[config.mk]
export PLATFORM = sky130hd
export DESIGN_NAME = edge_path_scheduler
export DESIGN_NICKNAME = d
export VERILOG_FILES = /design/src/rtl/edge_path_scheduler_pkg.sv /design/src/rtl/edge_path_event_det.sv /design/src/rtl/edge_path_scheduler.sv
export SDC_FILE = /design/constraint.sdc
export NUM_CORES = 1
export LEC_CHECK = 0
export BUFFER_PORTS_ARGS = -buffer_cell sky130_fd_sc_hd__buf_2
export CAP_MARGIN = 10
export CORE_MARGIN = 1.5
export CORE_UTILIZATION = 45
export DETAILED_ROUTE_END_ITERATION = 8
export PLACE_DENSITY = 0.66
export SYNTH_ARGS = -nofsm -noshare
export SYNTH_HDL_FRONTEND = slang
export SYNTH_SLANG_ARGS = --single-unit
[constraint.sdc]
create_clock -name clock -period 1.8 [get_ports clock]
set_clock_uncertainty 0.1 [all_clocks]
set_input_delay 0.18 -clock clock [delete_from_list [all_inputs] [get_ports clock]]
set_output_delay 0.18 -clock clock [all_outputs]
set_load 0.005 [all_outputs]
[src/rtl/edge_path_scheduler_pkg.sv]
// Shared types and helpers for the edge-sensitive path scheduler.
package edge_path_scheduler_pkg;

   typedef enum logic {IDLE, WAIT} state_t;

   localparam int DLY_MIN = 1;

   // Counter reload for a transition toward value; the caller narrows it to CNT_W bits.
   function automatic int sel_dly(input logic value, input int rise, input int fall);
      return (value ? rise : fall) - DLY_MIN;
   endfunction

endpackage

[src/rtl/edge_path_event_det.sv]
// Trigger event detector; EDGE_PATH_SCHEDULER_POSEDGE_ONLY_EN restricts events to rising trig.
module edge_path_event_det (
   input  logic clock,
   input  logic trig,
   output logic ev
);

   logic trig_q;

   // Loading trig during reset as well keeps reset release free of spurious events.
   always_ff @(posedge clock) begin
      trig_q <= trig;
   end

`ifdef EDGE_PATH_SCHEDULER_POSEDGE_ONLY_EN
   assign ev = trig & ~trig_q;
`else
   assign ev = trig ^ trig_q;
`endif

endmodule

[src/rtl/edge_path_scheduler.sv]
// Inertial edge-path sequencer: trig events sample din, dout follows after RISE_DLY/FALL_DLY clocks.
// Optional macro EDGE_PATH_SCHEDULER_POSEDGE_ONLY_EN (see edge_path_event_det).
module edge_path_scheduler
   import edge_path_scheduler_pkg::*;
#(
   parameter int RISE_DLY = 10,
   parameter int FALL_DLY = 8,
   parameter int CNT_W    = 8
) (
   input  logic clock,
   input  logic reset,
   input  logic trig,
   input  logic din,
   output logic dout,
   output logic busy,
   output logic drop
);

   state_t             state, state_n;
   logic [CNT_W-1:0]   cnt, cnt_n;
   logic               pend, pend_n;
   logic               dout_n, drop_n;
   logic               ev, commit, eff;

   edge_path_event_det u_event_det (
      .clock (clock),
      .trig  (trig),
      .ev    (ev)
   );

   always_ff @(posedge clock) begin
      if (reset) begin
         state <= IDLE;
         cnt   <= '0;
         pend  <= 1'b0;
         dout  <= 1'b0;
         drop  <= 1'b0;
      end else begin
         state <= state_n;
         cnt   <= cnt_n;
         pend  <= pend_n;
         dout  <= dout_n;
         drop  <= drop_n;
      end
   end

   always_comb begin
      state_n = state;
      cnt_n   = cnt;
      pend_n  = pend;
      dout_n  = dout;
      drop_n  = 1'b0;
      commit  = (state == WAIT) && (cnt == '0);
      // A commit on this edge makes pend the reference for a coincident event.
      eff     = commit ? pend : dout;
      case (state)
         IDLE: begin
            if (ev && (din != eff)) begin
               pend_n  = din;
               cnt_n   = CNT_W'(sel_dly(din, RISE_DLY, FALL_DLY));
               state_n = WAIT;
            end
         end
         WAIT: begin
            if (commit) begin
               dout_n = pend;
               if (ev && (din != eff)) begin
                  pend_n = din;
                  cnt_n  = CNT_W'(sel_dly(din, RISE_DLY, FALL_DLY));
               end else begin
                  state_n = IDLE;
               end
            end else if (ev && (din != pend)) begin
               state_n = IDLE;
               drop_n  = 1'b1;
            end else begin
               cnt_n = cnt - CNT_W'(1);
            end
         end
         default: state_n = IDLE;
      endcase
   end

   always_comb begin
      busy = (state == WAIT);
   end

endmodule
==> run metrics <==
FFs w/ async S/R, synth=0%; number of I/O port buffers=6; area added between synthesis and finish=35.1%; status=finished, violations left; clk sinks=13; capture point of the worst reg-to-reg path=cnt[1]$_SDFFE_PP0P_; worst min path class=in -> reg; Post-route DRC=0; fraction of layout cells with a size suffix above 1=about 47%; Post-synth EDFFs=0; top post-synthesis cells by count=dfxtp_1 (13), a21oi_1 (6), inv_1 (6), nand2_1 (6), nor2_1 (6); Fin Setup TNS=-0.281 ns; Starting Density=approximately 50%; Mapped Area=a little under 800 um^2; Root Driver=clkbuf_4; CTS H-tree depth=1; GPL Wtd Cong=~0.83; Startpoint Class=register; CTS buffer count=3; Routed WL=1900 um; library cells used by synthesis=40; Crit. End Element=register; flop-to-flop setup slack=-0.10 ns; average routed wire per standard cell=between 10 and 15 um; pre-CTS setup slack=-0.0917 ns; share of the synthesized area in the top cell type=33.3%; final instance area=1050 um^2; Max-slew headroom=70.9%; initial antenna violation count=0; Max Cap Violations=0; # IOs=7; RSZ-0062 raised after global routing=yes; initial drt markers=8; GRT Overall Usage=20.8%; Setup CP Type=reg -> reg; vias in the first global route=673; worst slew pin tran=between 0.4 and 0.5 ns; top post-synthesis cells by area=dfxtp_1 (33%), a21oi_1 (3.8%), xnor2_1 (3.4%), xor2_1 (3.4%), a211oi_1 (2.9%); syn nets=93; count leader, synth=dfxtp_1; Peak Freq=526 MHz; FF-to-FF path depth=5; number of hold violations in the final report=0; flops & latches, synth=13; Skew-Pair Late Insertion Delay=0.29 ns; Final ANT Viol Nets=0; # rows=14; die area=approximately 2000 um^2; end point of the critical path=cnt[1]$_SDFFE_PP0P_; Seq/Total Area, Yosys=33.3%; failing checks=negative setup slack; Worst-path clk slew=approximately 0.090 ns; routed vias=766; TritonRoute pass-1 iters=4; largest net degree at the start of global routing=14; first-pass GRT wire length=between 2000 and 3000 um; vias per cell=5.85; pwr dens=just under 900 nW/um^2; total global routing overflow=0; peak supply drop=619 uV; Setup WS post-layout=-0.102 ns; critical path arrival=between 2 and 2.5 ns; Final Cycle Share=106%; Final Max Slew Viols=0; Worst Setup SP=cnt[7]$_SDFFE_PP0P_; nets=121; Tmin final=1.90 ns; LEAKAGE=approximately 0.41 nW; DIE WIDTH=44.7 um; Area after DPL=slightly below 1000 um^2; # setup viols final=4; Top FF cell, synth=dfxtp_1; Max Fanout on Critical Path=4; Required @ worst endpoint=1.91 ns; Mean Syn Cell Area=8.87 um^2; CTS tree=done; chip height=44.7 um; Detail Placement HPWL=1370 um; r2r startpoint=cnt[7]$_SDFFE_PP0P_; Ys Warns=0; total core area=1560 um^2; Syn Inst Count=88; ANT cells=0; CTS Buffer Depth=2; largest area contributor in the netlist=dfxtp_1
## sequential cells by signal (all words and copies together), names as in the netlist
register	flops
cnt	8
busy	1
dout	1
drop	1
pend	1
u_event_det.trig_q	1
## layout make-up
class | count | area, um^2
inverter | 6 | 22.5
timing repair buffer | 25 | 175
sequential | 13 | 265
fill | 126 | 504
clock buffer | 4 | 26.3
multi-input combinational | 67 | 546
tap | 16 | 20.0
## critical path: stages, from the launching register on
cell       delay [ns]
dfxtp_2          0.33
or4_4            0.57
or3_4            0.41
and4_4           0.18
o21ai_2          0.14
o2bb2ai_2        0.11
## placed cells by master, fill, tap and decap left out, types with 2 or more instances in the layout
cell,count
o21ai_2,2
inv_1,4
nand2_1,6
buf_4,18
o2bb2ai_2,2
nand2b_1,2
or3_4,2
xor2_1,3
o21bai_1,2
a311oi_1,2
clkbuf_4,3
a211oi_2,2
dfxtp_1,9
dfxtp_2,4
a21oi_1,6
a211oi_1,2
a31oi_1,2
xnor2_1,3
inv_2,2
buf_2,6
nor2_1,6
## kinds of logic (layout without fill, tap and decap cells)
kind of cell	Yosys count	in the layout	synth area share, %
simple gates	30	30	23.6
fa+ha+maj	1	1	1.60
buf+inv	8	35	5.13
compound gates	30	30	29.6
xor+xnor	6	6	6.73
flops	13	13	33.3
## how the worst min path moves through the flow
stage	startpoint	end	slack (ns)	cells past startpoint
4_1_cts	reset	cnt[3]$_SDFFE_PP0P_	0.11	2
2_1_floorplan	trig	u_event_det.trig_q$_DFF_P_	0.11	0
3_5_place_dp	trig	u_event_det.trig_q$_DFF_P_	0.23	1
3_3_place_gp	trig	u_event_det.trig_q$_DFF_P_	0.23	1
5_1_grt	reset	cnt[3]$_SDFFE_PP0P_	0.13	2
6_report	reset	cnt[3]$_SDFFE_PP0P_	0.13	2
## where the power goes
group / leakage [nW] / internal [W] / total [W] / switching [W]
combinational: 0.284 / 0.000196 / 0.000391 / 0.000195
sequential: 0.108 / 0.000318 / 0.000354 / 0.0000359
clock: 0.0150 / 0.0000863 / 0.000189 / 0.000103
total: 0.407 / 0.000600 / 0.000934 / 0.000334
## stage by stage
stage	power (W)	hold WS [ns]	instances	util, %
finish	0.000934	0.126	131	67.7
global route	0.000995	0.133	131	67.7
CTS	0.000921	0.113	130	65.0
detailed placement	0.000724	0.233	125	62.2
global placement	0.000718	0.229	125	62.2
floorplan	0.000602	0.108	88	-
## layer usage
metal	vias up	GRT usage (%)	share of wire [%]
li1	384	-	-
met1	366	26.9	50
met2	13	32.5	46
met3	3	6.12	3.4
met4	0	7.27	0.74
met5	-	0	0
## timing repair
item | CTS | global route
hold buffers | 1 | 0
hold endpoints to repair | 1 | 0
resized for setup | 2 | 6
buffers inserted | 0 | 1
pin swaps | 3 | 5
endpoints found under the setup margin | 6 | 10
Power figures use the tool's default switching activity.
